==> config.mk <==
export PLATFORM = sky130hd
export DESIGN_NAME = sr_ignition_gate
export DESIGN_NICKNAME = d
export VERILOG_FILES = /design/src/rtl/sr_pkg.sv /design/src/rtl/sr_gain_ramp.sv /design/src/rtl/sr_ignition_gate.sv
export SDC_FILE = /design/constraint.sdc
export NUM_CORES = 1
export LEC_CHECK = 0
export CAP_MARGIN = 0
export CORE_MARGIN = 1
export CORE_UTILIZATION = 40
export CTS_BUF_LIST = sky130_fd_sc_hd__clkbuf_8
export CTS_CLUSTER_SIZE = 12
export DETAILED_ROUTE_END_ITERATION = 10
export SKIP_CTS_REPAIR_TIMING = 1
export SKIP_LAST_GASP = 1
export SLEW_MARGIN = 20
export SYNTH_ARGS = -nofsm -noshare
export SYNTH_HDL_FRONTEND = slang
export SYNTH_SLANG_ARGS = --single-unit
==> constraint.sdc <==
create_clock -name clk -period 4.3 [get_ports clk]
set_clock_uncertainty 0.05 [all_clocks]
set_input_delay 1.075 -clock clk [delete_from_list [all_inputs] [get_ports clk]]
set_output_delay 1.075 -clock clk [all_outputs]
set_load 0.05 [all_outputs]
==> src/rtl/sr_pkg.sv <==
// Shared definitions for the Schumann-resonance ignition path.
// Holds the SIE state encoding, the Q14 unity constant and the default
// coherence thresholds. The coherence stage and the bench use the same values.
package sr_pkg;

  typedef enum logic [1:0] {
    SIE_IDLE    = 2'd0,
    SIE_ARMING  = 2'd1,
    SIE_ACTIVE  = 2'd2,
    SIE_REFRACT = 2'd3
  } sie_state_e;

  localparam int ONE_Q14         = 16384;
  localparam int COH_ON_DEFAULT  = 12288;
  localparam int COH_OFF_DEFAULT = 8192;

endpackage

==> src/rtl/sr_gain_ramp.sv <==
// Saturating gain ramp between ONE and GAIN_MAX (signed Q14).
// On each clk_en update the gain moves up by GAIN_STEP when 'up' is high and
// down by GAIN_STEP otherwise, then clamps to the range [ONE, GAIN_MAX].
// Ports:
//   clk, rst_n  clock and asynchronous active-low reset (gain resets to ONE)
//   clk_en      update strobe; the gain holds when it is low
//   up          ramp direction for this update
//   gain_q14    registered gain, WIDTH-bit signed Q14
module sr_gain_ramp
  import sr_pkg::*;
#(
  parameter int WIDTH     = 18,
  parameter int ONE       = ONE_Q14,
  parameter int GAIN_MAX  = 24576,
  parameter int GAIN_STEP = 256
) (
  input  logic                    clk,
  input  logic                    rst_n,
  input  logic                    clk_en,
  input  logic                    up,
  output logic signed [WIDTH-1:0] gain_q14
);

  localparam logic signed [WIDTH:0]   ONE_X  = (WIDTH+1)'(ONE);
  localparam logic signed [WIDTH:0]   MAX_X  = (WIDTH+1)'(GAIN_MAX);
  localparam logic signed [WIDTH:0]   STEP_X = (WIDTH+1)'(GAIN_STEP);
  localparam logic signed [WIDTH-1:0] ONE_W  = WIDTH'(ONE);
  localparam logic signed [WIDTH-1:0] MAX_W  = WIDTH'(GAIN_MAX);

  // One extra bit so a step past a ceiling near 2^(WIDTH-1) clamps instead of wrapping.
  logic signed [WIDTH:0]   gain_x;
  logic signed [WIDTH:0]   sum_x;
  logic signed [WIDTH:0]   diff_x;
  logic signed [WIDTH-1:0] gain_next;

  assign gain_x = {gain_q14[WIDTH-1], gain_q14};
  assign sum_x  = gain_x + STEP_X;
  assign diff_x = gain_x - STEP_X;

  always_comb begin
    gain_next = gain_q14;
    if (up) gain_next = (sum_x > MAX_X) ? MAX_W : sum_x[WIDTH-1:0];
    else    gain_next = (diff_x < ONE_X) ? ONE_W : diff_x[WIDTH-1:0];
  end

  always_ff @(posedge clk or negedge rst_n) begin
    if (!rst_n)      gain_q14 <= ONE_W;
    else if (clk_en) gain_q14 <= gain_next;
  end

endmodule

==> src/rtl/sr_ignition_gate.sv <==
// Schumann Ignition Event gate. It takes sr_coherence and beta_quiet once per
// clk_en update and runs a hysteresis/dwell/refractory FSM. It drives
// sr_amplification and a ramped cortical gain into the gain path.
//
// state   | meaning
// --------+---------------------------------------------------------------
// IDLE    | waiting for a qualifying update (coh >= COH_ON and beta quiet)
// ARMING  | counting consecutive qualifying updates toward ARM_UPDATES
// ACTIVE  | event in progress: amplification on, gain ramps up, dwell counted
// REFRACT | lockout after an event, inputs ignored, gain ramps down
//
// Ports:
//   clk, rst_n        clock and asynchronous active-low reset
//   clk_en            one-cycle update strobe
//   sr_coherence      signed Q14 coherence
//   beta_quiet        beta band below its threshold
//   sr_amplification  high while ACTIVE (registered)
//   gain_q14          signed Q14 gain, ONE..GAIN_MAX
//   sie_pulse         one-clk pulse on ACTIVE entry
//   sie_state         current FSM state
//   sie_count         saturating event count
module sr_ignition_gate
  import sr_pkg::*;
#(
  parameter int WIDTH           = 18,
  parameter int FRAC            = 14,
  parameter int COH_ON          = COH_ON_DEFAULT,
  parameter int COH_OFF         = COH_OFF_DEFAULT,
  parameter int ARM_UPDATES     = 8,
  parameter int MAX_ACTIVE      = 400,
  parameter int REFRACT_UPDATES = 200,
  parameter int GAIN_MAX        = 24576,
  parameter int GAIN_STEP       = 256,
  parameter int CNT_W           = 16
) (
  input  logic                    clk,
  input  logic                    rst_n,
  input  logic                    clk_en,
  input  logic signed [WIDTH-1:0] sr_coherence,
  input  logic                    beta_quiet,
  output logic                    sr_amplification,
  output logic signed [WIDTH-1:0] gain_q14,
  output logic                    sie_pulse,
  output logic [1:0]              sie_state,
  output logic [CNT_W-1:0]        sie_count
);

  localparam int CW = $clog2(ARM_UPDATES + MAX_ACTIVE + REFRACT_UPDATES + 1) + 1;
  localparam logic signed [WIDTH-1:0] COH_ON_S  = WIDTH'(COH_ON);
  localparam logic signed [WIDTH-1:0] COH_OFF_S = WIDTH'(COH_OFF);

  sie_state_e     state;
  logic [CW-1:0]  arm_cnt;
  logic [CW-1:0]  dwell_cnt;
  logic [CW-1:0]  ref_cnt;
  logic           qual;
  logic           keep;

  // Signed compares, so negative coherence falls below both thresholds.
  assign qual      = beta_quiet && (sr_coherence >= COH_ON_S);
  assign keep      = beta_quiet && (sr_coherence >= COH_OFF_S);
  assign sie_state = state;

  always_ff @(posedge clk or negedge rst_n) begin
    if (!rst_n) begin
      state            <= SIE_IDLE;
      arm_cnt          <= '0;
      dwell_cnt        <= '0;
      ref_cnt          <= '0;
      sie_pulse        <= 1'b0;
      sie_count        <= '0;
      sr_amplification <= 1'b0;
    end else begin
      sie_pulse <= 1'b0;
      if (clk_en) begin
        case (state)
          SIE_IDLE: begin
            if (qual) begin
              state   <= SIE_ARMING;
              arm_cnt <= CW'(1);
            end
          end
          SIE_ARMING: begin
            if (!qual) begin
              state   <= SIE_IDLE;
              arm_cnt <= '0;
            end else if (arm_cnt >= CW'(ARM_UPDATES)) begin
              state            <= SIE_ACTIVE;
              arm_cnt          <= '0;
              dwell_cnt        <= '0;
              sie_pulse        <= 1'b1;
              sr_amplification <= 1'b1;
              if (~&sie_count) sie_count <= sie_count + CNT_W'(1);
            end else begin
              arm_cnt <= arm_cnt + CW'(1);
            end
          end
          SIE_ACTIVE: begin
            if (!keep || dwell_cnt == CW'(MAX_ACTIVE - 1)) begin
              state            <= SIE_REFRACT;
              ref_cnt          <= '0;
              sr_amplification <= 1'b0;
            end else begin
              dwell_cnt <= dwell_cnt + CW'(1);
            end
          end
          SIE_REFRACT: begin
            if (ref_cnt == CW'(REFRACT_UPDATES - 1)) state   <= SIE_IDLE;
            else                                     ref_cnt <= ref_cnt + CW'(1);
          end
          default: state <= SIE_IDLE;
        endcase
      end
    end
  end

  // The ramp follows the registered state: it goes up only on updates taken
  // while ACTIVE, and goes down everywhere else.
  sr_gain_ramp #(
    .WIDTH    (WIDTH),
    .ONE      (1 << FRAC),
    .GAIN_MAX (GAIN_MAX),
    .GAIN_STEP(GAIN_STEP)
  ) u_gain_ramp (
    .clk     (clk),
    .rst_n   (rst_n),
    .clk_en  (clk_en),
    .up      (state == SIE_ACTIVE),
    .gain_q14(gain_q14)
  );

endmodule

==> impl_metrics.tcl, run 1 <==
set metrics [dict create \
    status "complete, no violations" \
    portBuffers 39 \
    synth_area_leader_cell "dfrtp_1" \
    max-slew-margin-rel_pct 54.7 \
    tns_ns 0 \
    fin_area_sq_um 4500 \
    dp_worst_setup_slack_ns 0.874 \
    numCtsBuffers 9 \
    tightest_slew_ns 0.677 \
    start_util_pct 41.3 \
    clk_latency_ns 0.34 \
    vias 3124 \
    viasPerCell 5.38 \
    cts_num_sinks 63 \
    syn_area_sq_um 3820 \
    wl_mm 8.35 \
    dr_wl_met2_mm 3.80 \
    synth-compound-area-share_pct 12.2 \
    finalSetupViolations 0 \
    yosys_most_used_dff "dfrtp_1" \
    finalWeightedCongestion 0.853 \
    dp_cells 566 \
    power.density_nw_per_um2 452 \
    synth_top_family_by_area "simple AND/OR/NAND/NOR gates" \
    placed_area_sq_um 4250 \
    cp-start-kind "primary input" \
    fill_cells 893 \
    wl_met1_mm 4.13 \
    synth_mux_area_share_pct 1.21 \
    worstPathMaxFanout 16 \
    grt_overflow 0 \
    cts_tree "built" \
    pin_count 60 \
    htree_num_levels 3 \
    grt_pass1_vias 3031 \
    post-route-util_pct 48.7 \
    antenna_found_initial 0 \
    grt_max_degree 29 \
    syn_avg_cell_area_sq_um 9.20 \
    syn_inst 415 \
    drtIter0Drc 108 \
    synthAdderAreaFrac_pct 2.62 \
    nets 478 \
    core.rowCount 35 \
    dp_hpwl_mm 5.80 \
    area_growth_pct 17.9 \
    timing.final.ws_setup_ns 1.22 \
    synth_area_leaders "dfrtp_1 41%, xor2_1 5.3%, nor2_1 4.9%, nand3_1 3.5%, nand4_1 3.3%" \
    grt_usage_pct 18.3 \
    crit_type "primary input to flip-flop" \
    max_freq_mhz 325 \
    post_synth_num_cell_types 71 \
    top_layer "met4" \
    power_mw 2.03 \
    ys_seq_area_share_pct 41.3 \
    core_area_sq_um 9240 \
    instances_no_fill 581 \
    clockBufferDepth 2 \
    synth_edf_count 0 \
    synth_top_area_share_pct 40.7 \
    die_area_sq_um 9940 \
    whs_ns 0.439 \
    hold_class "flip-flop to flip-flop" \
    dr.pass1.iters 4 \
    clk_pin_slew_ns 0.07 \
    ant_nets 0 \
    wl_met3_um 294 \
    finalCritPeriodShare_pct 71.6 \
    required_ns 4.52 \
    period_needed_ns 3.08 \
    die-height_um 99.7 \
    drive_above_1_share_pct 11.1 \
    antenna_cells 0 \
    drc_errors 0 \
    cts_root_buffer "clkbuf_8" \
    ir_worst_vdd_mv 0.364 \
    cp-end-kind "flip-flop" \
    async_flop_share_pct 100 \
    rsz0062_at_grt "false" \
    ys_ff_latch 63 \
    hold_viol_final 0 \
    critPathArrivalTime_ns 3.30 \
    yosysWarnings 0 \
    die_width_um 99.7 \
    synth_xor_area_share_pct 7.80 \
    leakage_nw 2.01 \
    synth-simple-area-share_pct 28.9 \
    cap_violations 0 \
    ff2ff_setup_slack_ns 1.68 \
    grt_pass1_wl_mm 14.7 \
    slew_violations 0 \
    routedWlPerCell_um 14.4 \
]
-- sequential cells by signal, summed over array words and instances, names as in the netlist --
signal,count
sie_count,16
ref_cnt,11
u_gain_ramp.gain_q14,10
arm_cnt,11
sie_state,2
sr_amplification,1
dwell_cnt,11
sie_pulse,1
-- path summary, 6_finish.rpt --
kind	from	endpoint	depth (start not counted)
hold / removal	sie_count[5]	sie_count[5]	1
setup reg to reg	u_gain_ramp.gain_q14[9]	u_gain_ramp.gain_q14[14]	7
min in group asynchronous	rst_n	sie_count[8]	1
setup / recovery	clk_en	arm_cnt[9]	7
max in group asynchronous	rst_n	u_gain_ramp.gain_q14[14]	2
hold reg to reg	sie_count[5]	sie_count[5]	1
-- layout make-up --
type	instances	area (sq um)	area share (%)
Timing Repair Buffer	45	430	9.57
Tap cell	129	161	3.59
Inverter	11	41.3	0.918
Multi-Input combinational cell	318	2040	45.4
Clock inverter	4	93.8	2.09
Clock buffer	11	151	3.37
Sequential cell	63	1580	35.1
-- synthesized netlist by cell type (4+ instances only) --
library cell and n:
and2_1 4, buf_4 9, nor4_1 5, dfrtp_1 62, o21ai_0 16, nand2_1 28, nor3_1 17, clkbuf_1 12
and3_1 18, ha_1 8, nand2b_1 4, a22o_1 4, xnor2_1 11, xor2_1 23, nand4_1 20, nor2_1 50
a21oi_1 5, a31oi_1 8, buf_6 4, inv_1 11, nand4b_1 4, nand3_1 27
-- worst max-delay path, stage by stage --
cell	delay (ns)
clkdlybuf4s50_1	0.84
inv_1	0.12
nor2_1	0.21
o21ai_0	0.26
nor4_1	0.52
a31oi_1	0.16
nor2_1	0.11
-- power by group --
group | leakage (nW) | switching (mW) | internal (mW)
Clock | 0.127 | 0.237 | 0.412
Combinational | 1.03 | 0.357 | 0.235
Sequential | 0.855 | 0.155 | 0.638
Total | 2.01 | 0.748 | 1.28
-- placed cells by master, fill, tap and decap left out, types with 4 or more instances in the layout --
master / n
a21oi_1: 5
a22o_1: 4
a31oi_1: 8
and2_1: 4
and3_1: 18
buf_4: 6
clkbuf_8: 11
clkdlybuf4s50_1: 38
conb_1: 8
dfrtp_1: 62
ha_1: 8
inv_1: 12
nand2_1: 28
nand2b_1: 4
nand3_1: 27
nand4_1: 20
nand4b_1: 4
nor2_1: 50
nor3_1: 17
nor4_1: 5
o21ai_0: 16
xnor2_1: 11
xor2_1: 23
-- metal layers --
layer / vias to the layer above / track usage, %
li1: 1544 / -
met1: 1502 / 25.7
met2: 67 / 28.5
met3: 11 / 2.67
met4: 0 / 7.01
met5: - / 0
-- cells by family (layout without fill, tap and decap cells) --
| kind of cell | count (synthesis) | in the layout |
|---|---|---|
| mux | 4 | 4 |
| xor+xnor | 34 | 34 |
| fa+ha+maj | 8 | 8 |
| flops | 63 | 63 |
| compound gates | 61 | 61 |
| other cells | 1 | 8 |
| simple gates | 203 | 203 |
| buf+inv | 41 | 71 |
(Power assumes the default switching activity.)
==> run 2: changes to the inputs <==
Clock period 4.3 ns to 3.12 ns, I/O delays scaled along.
==> impl_metrics.tcl, run 2 (synthesis results as in run 1) <==
set metrics [dict create \
    hold_viol_final 0 \
    drtIter0Drc 105 \
    worstPathMaxFanout 18 \
    finalSetupViolations 0 \
    numCtsBuffers 9 \
    htree_num_levels 3 \
    cp.depth 1 \
    ff2ff_setup_slack_ns 0.56 \
    finalWeightedCongestion 0.878 \
    wl_met1_mm 3.97 \
    drc_errors 0 \
    power.density_nw_per_um2 591 \
    dp_hpwl_mm 5.70 \
    wl_met3_um 354 \
    clockBufferDepth 2 \
    required_ns 2.29 \
    cap_violations 0 \
    antenna_cells 0 \
    clk_pin_slew_ns 0.07 \
    reg2reg_from "u_gain_ramp.gain_q14[8]" \
    startpoint "u_gain_ramp.gain_q14[10]" \
    crit_type "flip-flop to primary output" \
    leakage_nw 2.00 \
    grt_usage_pct 18.0 \
    period_needed_ns 2.76 \
    grt_max_degree 37 \
    cp-start-kind "flip-flop" \
    max-slew-margin-rel_pct 56.4 \
    antenna_found_initial 0 \
    ant_nets 0 \
    tns_ns 0 \
    status "complete, no violations" \
    viasPerCell 5.48 \
    regMostFlops "sie_count" \
    cp_cell_sequence "clkdlybuf4s50_1" \
    dr_wl_met2_mm 3.83 \
    pin_count 60 \
    crit_family "buffers and inverters" \
    ir_worst_vdd_mv 0.598 \
    hold_class "primary input to asynchronous set/reset pin" \
    placed_area_sq_um 4270 \
    rsz0062_at_grt "false" \
    r2r-end "u_gain_ramp.gain_q14[14]" \
    top_layer "met4" \
    die-height_um 99.7 \
    power_mw 2.65 \
    dr.pass1.iters 4 \
    final_cell_mix "62 x dfrtp_1, 50 x nor2_1, 38 x clkdlybuf4s50_1" \
    clk_latency_ns 0.33 \
    die_width_um 99.7 \
    nets 478 \
    routedWlPerCell_um 14.2 \
    critPathBufInv 1 \
    core.rowCount 35 \
    vias 3190 \
    layout_commonest_cell "dfrtp_1" \
    area_growth_pct 17.2 \
    tightest_slew_ns 0.654 \
    critPathArrivalTime_ns 1.93 \
    grt_pass1_wl_mm 14.4 \
    slew_violations 0 \
    critPathMaxStageDelay_ns 0.91 \
    max_freq_mhz 362 \
    grt_overflow 0 \
    die_area_sq_um 9940 \
    portBuffers 39 \
    largest_reg_flops 16 \
    fin_area_sq_um 4470 \
    cts_num_sinks 63 \
    rr_worst_depth 7 \
    whs_ns 0.425 \
    cts_root_buffer "clkbuf_8" \
    start_util_pct 41.3 \
    wl_mm 8.27 \
    cts_tree "built" \
    drive_above_1_share_pct 11.3 \
    cp_slowest_cell "clkdlybuf4s50_1" \
    grt_pass1_vias 3104 \
    finalCritPeriodShare_pct 88.5 \
    fill_cells 881 \
    core_area_sq_um 9240 \
    cp-end-kind "primary output" \
]
-- run 2: worst max-delay path by stage --
stage / endpoint / slack, ns
finish: gain_q14[10] / 0.36
global route: gain_q14[12] / 0.28
CTS: gain_q14[12] / 0.34
detailed placement: ref_cnt[9] / 0.15
global placement: ref_cnt[9] / 0.18
floorplan: u_gain_ramp.gain_q14[13] / 0.67
-- run 2: layout make-up --
cell class	count	area (sq um)	area share (%)
clock inverters	4	43.8	0.979
well taps	129	161	3.61
inverters	11	41.3	0.923
flip-flops and latches	63	1580	35.3
multi-input cells	318	2040	45.6
clock buffers	12	165	3.69
repair buffers	45	443	9.90
-- run 2: where the power goes --
part | internal [mW] | switching [mW]
sequential | 0.879 | 0.211
combinational | 0.326 | 0.492
clock | 0.429 | 0.307
-- run 2: layer usage --
metal	vias to the layer above	track usage [%]
met2	85	29.7
met5	-	0
li1	1546	-
met3	9	3.72
met4	0	7.13
met1	1550	23.2
-- run 2: metrics by stage --
stage,std cells,setup WS [ns],utilization (%)
final,582,0.360,48.4
after global routing,582,0.280,48.4
after CTS,582,0.339,48.4
after global placement,566,0.180,46.2
after detailed placement,566,0.150,46.2
after floorplan,422,0.665,-
